`src/rtl/register_file.sv`:
```
// 32x8 register file, two registered read ports, one write port; 1-cycle read latency.
// Reads and writes are always accepted; a same-edge write is bypassed to matching read ports.
module register_file #(
  parameter int NUM_REGS = 32,
  parameter int DATA_W   = 8
) (
  input  logic              clk,
  input  logic              rst_n,
  input  logic [7:0]        A1,
  input  logic [7:0]        A2,
  input  logic [7:0]        A3,
  input  logic [DATA_W-1:0] WriteData,
  input  logic              regWriteEnable,
  input  logic              regReadEnable,
  output logic [DATA_W-1:0] RD1,
  output logic [DATA_W-1:0] RD2
);

  localparam int         IDX_W  = (NUM_REGS > 1) ? $clog2(NUM_REGS) : 1;
  localparam logic [8:0] NREG_L = 9'(NUM_REGS);

  logic [DATA_W-1:0] mem [NUM_REGS];
  logic              wr_hit;

  assign wr_hit = regWriteEnable && ({1'b0, A3} < NREG_L);

  // Out-of-range addresses read as zero; a matching same-edge write wins over the stored value.
  function automatic logic [DATA_W-1:0] rd_val(input logic [7:0] a);
    logic [DATA_W-1:0] v;
    v = '0;
    if ({1'b0, a} < NREG_L) begin
      if (wr_hit && (a == A3)) v = WriteData;
      else                     v = mem[a[IDX_W-1:0]];
    end
    return v;
  endfunction

  always_ff @(posedge clk or negedge rst_n) begin
    if (!rst_n) begin
      for (int i = 0; i < NUM_REGS; i++) mem[i] <= '0;
    end else if (wr_hit) begin
      mem[A3[IDX_W-1:0]] <= WriteData;
    end
  end

  always_ff @(posedge clk or negedge rst_n) begin
    if (!rst_n) begin
      RD1 <= '0;
      RD2 <= '0;
    end else if (regReadEnable) begin
      RD1 <= rd_val(A1);
      RD2 <= rd_val(A2);
    end
  end

endmodule

```
`config.mk`:
```
export PLATFORM = sky130hd
export DESIGN_NAME = register_file
export DESIGN_NICKNAME = d
export VERILOG_FILES = /design/src/rtl/register_file.sv
export SDC_FILE = /design/constraint.sdc
export NUM_CORES = 1
export LEC_CHECK = 0
export CAP_MARGIN = 10
export CORE_ASPECT_RATIO = 1.1
export CORE_MARGIN = 1
export CORE_UTILIZATION = 50
export CTS_CLUSTER_DIAMETER = 80
export DETAILED_ROUTE_END_ITERATION = 12
export PLACE_DENSITY_LB_ADDON = 0.25
export SLEW_MARGIN = 0
export SYNTH_ARGS = -nofsm -noshare
export SYNTH_HDL_FRONTEND = slang
export SYNTH_SLANG_ARGS = --single-unit
```
`constraint.sdc`:
```
create_clock -name clk -period 2.5 [get_ports clk]
set_input_delay 0.375 -clock clk [delete_from_list [all_inputs] [get_ports clk]]
set_output_delay 0.375 -clock clk [all_outputs]
set_load 0.005 [all_outputs]
```
==> results.sh, run 1 <==
export IMPL_worstPathRequired_ns=2.93
export IMPL_cts_made_buffers=30
export IMPL_run_status="complete, no violations"
export IMPL_end_kind="flop"
export IMPL_area_growth_syn_to_layout_pct=20.3
export IMPL_r2r_cells=4
export IMPL_cts_hold_buffers=1
export IMPL_synth_seq_cells=272
export IMPL_layout_common_cells="272 x dfrtp_1, 194 x mux2_1, 135 x mux4_2"
export IMPL_yosys_warnings=0
export IMPL_p_leak_uw=0.00794
export IMPL_vdd_drop_max_v=0.000605
export IMPL_grt_pass1_wl_mm=63.1
export IMPL_r2r_end="RD2[5]$_DFFE_PN0P_"
export IMPL_synth_area_um2=14500
export IMPL_rows=64
export IMPL_yosys_area_share_simple=0.0702
export IMPL_clk_latency_ns=0.56
export IMPL_vias=9888
export IMPL_max_cap_violations=0
export IMPL_drcViolationCount=0
export IMPL_drt_iter0_drc=782
export IMPL_crit_path_start_kind="input port"
export IMPL_setup_ws_ns=0.362
export IMPL_synth_area_mux_share=0.369
export IMPL_dp_hpwl_mm=29.0
export IMPL_cts_clk_slew_worst_paths_ns=0.06
export IMPL_cp_data_arrival_time_ns=2.57
export IMPL_ys_types=45
export IMPL_synth_fa_ha_area_frac=0
export IMPL_min_period_ns=2.14
export IMPL_synth_edf_count=0
export IMPL_critPathKind="input port to flop"
export IMPL_wire_per_inst_um=26.1
export IMPL_gp_congestion=0.886
export IMPL_synth_top_family_by_area="multiplexers"
export IMPL_htree_levels=1
export IMPL_postCtsSetupBuffers=0
export IMPL_viasPerCell=6.41
export IMPL_pwr_density_cell_nw_per_um2=584
export IMPL_power_uw=10200
export IMPL_rsz0062_at_grt="no"
export IMPL_core_area_um2=28100
export IMPL_ctsResizeCount=0
export IMPL_hold_violations=0
export IMPL_numClockSinks=272
export IMPL_cts_tree="done"
export IMPL_cts_root_buffer="clkbuf_16"
export IMPL_track_usage=0.286
export IMPL_grt_overflow_total=0
export IMPL_synth_avg_cell_area_um2=14.0
export IMPL_die_area_um2=29600
export IMPL_nets=1193
export IMPL_io_pins=52
export IMPL_r2r_setup_slack_ns=0.45
export IMPL_finalSetupViolCount=0
export IMPL_synthArstFlopShare=1.00
export IMPL_tightest_slew_ns=0.532
export IMPL_clockBufferDepth=3
export IMPL_max_freq_ghz=0.468
export IMPL_final_common_cell="dfrtp_1"
export IMPL_antenna_left=0
export IMPL_final_setup_skew_ns=0.0187
export IMPL_relSlewSlack=0.646
export IMPL_drt_first_pass_iters=6
export IMPL_grt_max_degree=64
export IMPL_synthXorXnorAreaFrac=0.00726
export IMPL_slew_viol_final=0
export IMPL_fin_crit_sh=0.855
export IMPL_crit_fanout=8
export IMPL_placement_io_buffers=51
export IMPL_layout_drive_gt1_share=0.273
export IMPL_hp_class="input port to asynchronous set/reset pin"
export IMPL_synth_compound_area_share=0.0536
export IMPL_floorplan_initialDensity=0.515
export IMPL_die_x_um=164
export IMPL_dieHeight_um=180
export IMPL_synthFlopType="dfrtp_1"
export IMPL_ys_seq_area_frac=0.470
export IMPL_syn_nets=1069
export IMPL_routed_wl_mm=40.3
export IMPL_synth_cells=1033
export IMPL_grt_pass1_vias=10145
export IMPL_dpl_worst_slack_ns=-0.202
export IMPL_antenna_found_initial=0
export IMPL_rr_startpoint="mem[5]$_DFFE_PN0P_"
==> report_power, final <==
| group | total, µW | switching, µW | leakage (µW) | internal, µW |
|---|---|---|---|---|
| Sequential | 4770 | 156 | 0.00375 | 4610 |
| Combinational | 1210 | 606 | 0.00373 | 600 |
| Clock | 4200 | 1730 | 0.000464 | 2460 |
| Total | 10200 | 2500 | 0.00794 | 7670 |
==> layer usage <==
metal  track usage  up-vias  routed length [µm]
li1              -     4238                   -
met1         0.410     5202               17100
met2         0.451      365               19400
met3        0.0449       83                2600
met4        0.0811        0                1230
met5             0        -                   0
==> sequential cells by signal (all words and copies together), names as in the netlist <==
signal and flops:
mem 256, RD2 8, RD1 8
==> cell families after synthesis <==
kind of cell           after synthesis
multiplexers                       341
flip-flops                         272
AND/OR/NAND/NOR                    183
AO/OA/AOI/OAI                      128
buffers and inverters               97
XOR/XNOR                            12
==> worst max-delay path, cell delays in order <==
cell and delay, ns:
clkdlybuf4s50_1 0.43, or4b_4 0.56, or3_1 0.32, buf_4 0.20, nor2b_1 0.14, buf_4 0.21, mux2_1 0.34
==> worst max path at each step <==
stage | startpoint | end | slack (ns)
after floorplan | A2[2] | RD2[0]$_DFFE_PN0P_ | 0.19
after global placement | A3[5] | mem[250]$_DFFE_PN0P_ | -0.18
after detailed placement | A3[5] | mem[251]$_DFFE_PN0P_ | -0.20
after CTS | A3[5] | mem[250]$_DFFE_PN0P_ | 0.38
after global routing | A3[5] | mem[251]$_DFFE_PN0P_ | 0.29
final | A3[5] | mem[250]$_DFFE_PN0P_ | 0.36
==> stage by stage <==
step	std cells	utilization	hold WS, ns	cell area (µm²)	setup TNS, ns
3_3_place_gp	1487	0.586	0.362	16500	-6.82
5_1_grt	1541	0.619	0.398	17400	0
3_5_place_dp	1487	0.586	0.359	16500	-7.80
2_1_floorplan	1033	-	0.0794	14500	0
6_report	1542	0.619	0.364	17400	0
4_1_cts	1541	0.619	0.376	17400	0
==> cell usage after synthesis (4+ instances only) <==
cell,instances,area share
buf_2,21,0.0073
dfrtp_1,272,0.47
mux2_1,194,0.15
nor2b_1,21,0.0091
mux2i_1,12,0.0083
nor4_1,8,0.0035
nand2_1,79,0.020
xnor2_1,12,0.0073
o22ai_1,36,0.016
mux4_2,135,0.21
and2_1,5,0.0022
inv_1,17,0.0044
clkbuf_1,50,0.013
nand3b_1,6,0.0031
nor2_4,4,0.0031
o21ai_1,63,0.022
nand3_1,10,0.0035
nor2_1,7,0.0018
or3_1,10,0.0043
a221o_1,7,0.0048
nor2_2,8,0.0035
a211oi_1,14,0.0073
==> final cells by class <==
class | count | area (µm²)
flip-flops and latches | 272 | 6810
well taps | 363 | 454
inverters | 18 | 67.6
multi-input cells | 664 | 7240
diodes | 1 | 2.50
clock buffers | 48 | 910
repair buffers | 171 | 1900
fillers | 2182 | 10700
clock inverters | 5 | 25.0
Power figures use the tool's default switching activity.
==> inputs of run 2 (changes only) <==
- CTS_CLUSTER_DIAMETER: 80 -> not set
==> results of run 2 <==
Same layout as run 1: the final DEF is identical, and so are final timing and power.
==> inputs of run 3 (changes only) <==
- ABC_CLOCK_PERIOD_IN_PS: not set -> 2500
- SKIP_CTS_REPAIR_TIMING: not set -> 1
==> results of run 3 <==
Same layout as run 1: the final DEF is identical, and so are final timing and power.
==> RTL edit 1: new RTL, flow settings as in run 1 <==
Set the parameter `DATA_W` to 10 (it was 8).
--- a/src/rtl/register_file.sv
+++ b/src/rtl/register_file.sv
@@ -4,3 +4,3 @@
   parameter int NUM_REGS = 32,
-  parameter int DATA_W   = 8
+  parameter int DATA_W   = 10
 ) (
Ports: changed (resized RD1, RD2 and WriteData); port bits go from 52 to 58. No check against the original RTL was run, so the function may have changed too.
==> RTL edit 1 against run 1 <==
  * Final area is 27% higher
  * Non-clock buffer count is 28 higher
  * Sequential cell count is 68 higher
  * Worst setup slack worse by 0.23 ns
  * Power is 33% higher
  * Core utilization is 0.81 points lower
  * Routed wire length is 38% higher
  * Sequential power is 25% higher
  * Area after synthesis is 27% higher
==> RTL edit 1: results (changes against run 1) <==
| Metric | Value |
|---|---|
| Layout Skew | `0.0287 ns (was 0.0187 ns)` |
| Net Sw Frac | `0.256 (was 0.246)` |
| DP HPWL | `37.8 mm (was 29.0 mm)` |
| Worst path max stage delay | `0.65 ns (was 0.56 ns)` |
| Number of global-route vias before repair | `13699 (was 10145)` |
| WL final | `55.7 mm (was 40.3 mm)` |
| Top Registers | `mem (320), RD1 (10), RD2 (10) (was mem (256), RD1 (8), RD2 (8))` |
| Maximum fanout along the worst path | `10 (was 8)` |
| Measured slew at the worst slew-check pin | `0.874 ns (was 0.532 ns)` |
| Status | `finished clean (unchanged)` |
| Largest net degree at the start of global routing | `80 (was 64)` |
| Total CTS buffers | `38 (was 30)` |
| Post-synth top cells | `340 x dfrtp_1, 320 x mux2_2, 246 x mux2i_1 (was 272 x dfrtp_1, 194 x mux2_1, 135 x mux4_2)` |
| Met2 routed WL | `25.6 mm (was 19.4 mm)` |
| Leading post-synthesis cells by cell area | `dfrtp_1 46%, mux2_2 20%, mux2i_1 13% (was dfrtp_1 47%, mux4_2 21%, mux2_1 15%)` |
| Yosys Warn Count | `0 (unchanged)` |
| Ant. Diodes | `0 (was 1)` |
| Unique masters post-synth | `41 (was 45)` |
| CTS clk-pin slew, worst paths | `0.06 ns (about the same)` |
| Routability congestion estimate | `0.950 (was 0.886)` |
| Slowest CP cell | `or4b_1 (was or4b_4)` |
| Port Buffers | `57 (was 51)` |
| Register-to-register setup slack | `0.67 ns (was 0.45 ns)` |
| Critical Path AT | `2.81 ns (was 2.57 ns)` |
| Share of layout cells above drive strength 1 | `0.373 (was 0.273)` |
| Iter 0 DRT Violations | `1159 (was 782)` |
| First-pass GRT wire length | `85.7 mm (was 63.1 mm)` |
| Initial antenna violation count | `2 (was 0)` |
| FF-to-FF Start | `mem[15] (was mem[5])` |
| Syn Nets | `1472 (was 1069)` |
| Overall Global Routing Usage | `0.310 (was 0.286)` |
| Routed met3 length | `3.90 mm (was 2.60 mm)` |
| DR vias | `13226 (was 9888)` |
| Max IR drop VDD | `0.474 mV (was 0.605 mV)` |
| Metal-1 WL | `23.2 mm (was 17.1 mm)` |
| Post-synthesis sequential area ratio | `0.465 (was 0.470)` |
| Placed Area | `20700 um2 (was 16500 um2)` |
| Period utilization | `0.946 (was 0.855)` |
| Final nets | `1593 (was 1193)` |
| TritonRoute pass-1 iters | `5 (was 6)` |
| Htree depth | `2 (was 1)` |
| Reg2Reg Capture Point | `RD1[5] (was RD2[5])` |
| Top sig layer | `met4 (unchanged)` |
| Lkg Pwr | `0.0105 uW (was 0.00794 uW)` |
-- RTL edit 1: changes by cell type in the layout (fill, tap and decap cells not counted), moves of 65 or more --
cell / change
a22oi_1: +152
dfrtp_1: +68
mux2_1: -194
mux2_2: +320
mux2i_1: +234
mux4_2: -98
nand3_1: +65
-- RTL edit 1: worst reg2reg max path, cell delays in order, from the launching register on --
cell and delay [ns]:
dfrtp_1 0.39, mux4_2 0.48, a22oi_1 0.40, a41oi_1 0.18, a221o_1 0.28
-- RTL edit 1: timing repair --
item,in CTS,in global routing
hold buffers,1,0
hold endpoints to repair,66,0
gates resized for setup,0,0
-- RTL edit 1: cells by family after synthesis --
logic type / synth area share
muxes: 0.377
DFF: 0.465
AOI/OAI and AO/OA: 0.0796
and+or+nand+nor: 0.0470
buffers and inverters: 0.0275
xor gates and xnor gates: 0.00431
-- RTL edit 1: final cells by class --
class,count,area (um2)
Timing Repair Buffer,199,2280
Fill cell,2857,14000
Multi-Input combinational cell,970,9330
Clock inverter,18,240
Inverter,6,22.5
Clock buffer,51,1060
Sequential cell,340,8510
Tap cell,487,609
-- RTL edit 1: layer usage --
metal,up-vias,GRT usage
met5,-,0
met4,0,0.162
met3,152,0.0565
met2,508,0.475
met1,6866,0.422
li1,5700,-
-- RTL edit 1: power groups by stage --
stage,registers (uW),clock network (uW),logic (uW)
after floorplan,5990,0,958
after global placement,6030,0,1640
after detailed placement,6050,0,1670
after CTS,5950,5910,1680
after global routing,5990,6150,1800
final,5960,5850,1690
-- RTL edit 1: worst max-delay path by stage --
stage | from | to | slack (ns) | depth (start not counted)
detailed placement | A3[5] | mem[275] | -0.38 | 7
finish | A3[5] | mem[156] | 0.14 | 7
global route | A3[5] | RD1[4] | 0.06 | 9
CTS | A3[5] | mem[276] | 0.17 | 7
global placement | A3[5] | mem[316] | -0.37 | 7
floorplan | A3[5] | mem[230] | 0.20 | 6
-- RTL edit 1: stage by stage --
stage | TNS (ns) | hold slack, ns | cells | worst slack [ns]
3_3_place_gp | -50.17 | 0.448 | 2001 | -0.370
3_5_place_dp | -56.71 | 0.439 | 2001 | -0.384
2_1_floorplan | 0 | 0.0794 | 1434 | 0.203
5_1_grt | 0 | 0.490 | 2071 | 0.0615
4_1_cts | 0 | 0.469 | 2071 | 0.174
6_report | 0 | 0.437 | 2071 | 0.136
==> RTL edit 2: new RTL, settings of run 1 <==
Without the edit above. Add an input register stage for `A1`, `A2`, `regWriteEnable` and `regReadEnable`; this delays them by one clock. The other inputs are not delayed to match.
--- a/src/rtl/register_file.sv
+++ b/src/rtl/register_file.sv
@@ -21,2 +21,14 @@
 
+  logic [7:0] A1_q;
+  logic [7:0] A2_q;
+  logic regWriteEnable_q;
+  logic regReadEnable_q;
+
+  always_ff @(posedge clk) begin
+    A1_q             <= A1;
+    A2_q             <= A2;
+    regWriteEnable_q <= regWriteEnable;
+    regReadEnable_q  <= regReadEnable;
+  end
+
   logic [DATA_W-1:0] mem [NUM_REGS];
@@ -24,3 +36,3 @@
 
-  assign wr_hit = regWriteEnable && ({1'b0, A3} < NREG_L);
+  assign wr_hit = regWriteEnable_q && ({1'b0, A3} < NREG_L);
 
@@ -49,5 +61,5 @@
       RD2 <= '0;
-    end else if (regReadEnable) begin
-      RD1 <= rd_val(A1);
-      RD2 <= rd_val(A2);
+    end else if (regReadEnable_q) begin
+      RD1 <= rd_val(A1_q);
+      RD2 <= rd_val(A2_q);
     end
Function: changed (a bounded check fails within 4 cycles, from zero or initial values and one cycle with rst_n low).
==> RTL edit 2 against run 1 <==
  * Clock skew shrank 0.0060 ns
  * Synthesized cell count grew 3.5%
  * Via count rose by 4.3%
  * Fmax shrank 10%
  * Sequential share of layout area hardly changed
  * Area after synthesis up 5.6%
  * Clock power rose by 19%
  * Worst setup slack lost 0.25 ns
  * Routed wire length increased by 10%
  * Cell count increased by 5.2%
  * Largest power group unchanged
  * Final area grew 5.3%
  * Largest cell class unchanged
  * Power increased by 12%
  * Die area up 5.6%
  * Sequential cell count rose by 18
==> RTL edit 2: results (changes against run 1) <==
| Metric | Value |
|---|---|
| Post-synth top cells | `272 x dfrtp_1, 240 x mux2_2, 125 x mux2i_1 (was 272 x dfrtp_1, 194 x mux2_1, 135 x mux4_2)` |
| Post-synthesis xor/xnor area fraction | `0.00802 (was 0.00726)` |
| Max IR drop VDD | `0.513 mV (was 0.605 mV)` |
| Leading post-synthesis cells by cell area | `dfrtp_1 45%, mux2_2 18%, mux4_2 12% (was dfrtp_1 47%, mux4_2 21%, mux2_1 15%)` |
| Critical Path AT | `2.89 ns (was 2.57 ns)` |
| Layout Skew | `0.0127 ns (was 0.0187 ns)` |
| Unique masters post-synth | `47 (was 45)` |
| Maximum fanout along the worst path | `16 (was 8)` |
| Compound-Gate Fraction of Synth Area | `0.0598 (was 0.0536)` |
| Share of layout cells above drive strength 1 | `0.450 (was 0.273)` |
| Initial antenna violation count | `0 (unchanged)` |
| Startpoint Class | `register (was input pin)` |
| DP HPWL | `30.3 mm (was 29.0 mm)` |
| Slowest CP cell | `a2111oi_0 (was or4b_4)` |
| Post-Synth Adder-Cell Area | `0 (unchanged)` |
| Status | `finished clean (unchanged)` |
| TritonRoute pass-1 iters | `5 (was 6)` |
| Measured slew at the worst slew-check pin | `0.966 ns (was 0.532 ns)` |
| Lkg Pwr | `0.00857 uW (was 0.00794 uW)` |
| DRC viols | `0 (unchanged)` |
| Total CTS buffers | `31 (was 30)` |
| Syn Nets | `1105 (was 1069)` |
| First-pass GRT wire length | `66.6 mm (was 63.1 mm)` |
| Number of global-route vias before repair | `10203 (was 10145)` |
| Iter 0 DRT Violations | `888 (was 782)` |
| Placed Area | `17200 um2 (was 16500 um2)` |
| Drt via density | `6.36 (was 6.41)` |
| Yosys Warn Count | `0 (unchanged)` |
| Top sig layer | `met4 (unchanged)` |
| Metal-1 WL | `19.4 mm (was 17.1 mm)` |
| Htree depth | `1 (unchanged)` |
| Routability congestion estimate | `0.871 (was 0.886)` |
| WL per Instance | `27.4 um (was 26.1 um)` |
| Multiplexer share of the synthesized area | `0.392 (was 0.369)` |
| Cell count of the worst reg-to-reg path | `7 (was 4)` |
| Ant. Diodes | `0 (was 1)` |
| Met2 routed WL | `20.5 mm (was 19.4 mm)` |
| Worst path max stage delay | `0.84 ns (was 0.56 ns)` |
| Post-synth ARST share | `0.938 (was 1.00)` |
| Largest net degree at the start of global routing | `70 (was 64)` |
| Post-synthesis sequential area ratio | `0.469 (was 0.470)` |
| Worst Hold Class | `input pin to register (was input pin to asynchronous set/reset pin)` |
| Final nets | `1226 (was 1193)` |
| Routed met3 length | `3.36 mm (was 2.60 mm)` |
| Largest delay share family, worst path | `compound AO/OA/AOI/OAI gates (was simple AND/OR/NAND/NOR gates)` |
| Overall Global Routing Usage | `0.290 (was 0.286)` |
-- RTL edit 2: area by class of cell --
type | instances | area (um2)
fillers | 2246 | 11500
clock buffers | 39 | 866
repair buffers | 177 | 1850
well taps | 408 | 510
inverters | 1 | 3.75
flip-flops and latches | 290 | 7180
multi-input cells | 689 | 7690
clock inverters | 18 | 240
-- RTL edit 2: report_power, final --
part / internal [uW] / total, uW / switching, uW
sequential: 4900 / 5100 / 195
clock: 3050 / 4990 / 1940
combinational: 641 / 1300 / 664
-- RTL edit 2: per-stage QoR --
stage | TNS [ns] | setup slack [ns] | std cells
5_1_grt | 0 | 0.0574 | 1622
3_5_place_dp | -16.40 | -0.204 | 1564
6_report | 0 | 0.112 | 1622
3_3_place_gp | -16.78 | -0.272 | 1564
4_1_cts | 0 | 0.145 | 1622
2_1_floorplan | 0 | 0.293 | 1069
-- RTL edit 2: worst paths after layout --
path                              start       end  slack (ns)
worst max-delay path            A1_q[0]    RD1[0]        0.11
worst min register to register   RD2[1]    RD2[1]        0.53
worst max register to register  A1_q[0]    RD1[0]        0.11
min in group asynchronous         rst_n  mem[115]        0.36
max in group asynchronous         rst_n  mem[161]        1.36
worst min-delay path              A2[0]   A2_q[0]        0.26
-- RTL edit 2: cell families (layout without fill, tap and decap cells) --
kind of cell	after synthesis	in the layout
AOI/OAI and AO/OA	122	122
buffers and inverters	90	235
DFF	290	290
muxes	461	461
xor gates and xnor gates	14	14
and+or+nand+nor	92	92
-- RTL edit 2: repair_timing --
action | CTS | global route
hold endpoints to repair | 63 | 0
gates resized for setup | 0 | 0
hold buffers | 1 | 0
-- RTL edit 2: routing by layer --
| metal | GRT usage | vias to the layer above |
|---|---|---|
| li1 | - | 4392 |
| met1 | 0.415 | 5431 |
| met2 | 0.452 | 423 |
| met5 | 0 | - |
| met4 | 0.0873 | 0 |
| met3 | 0.0489 | 67 |
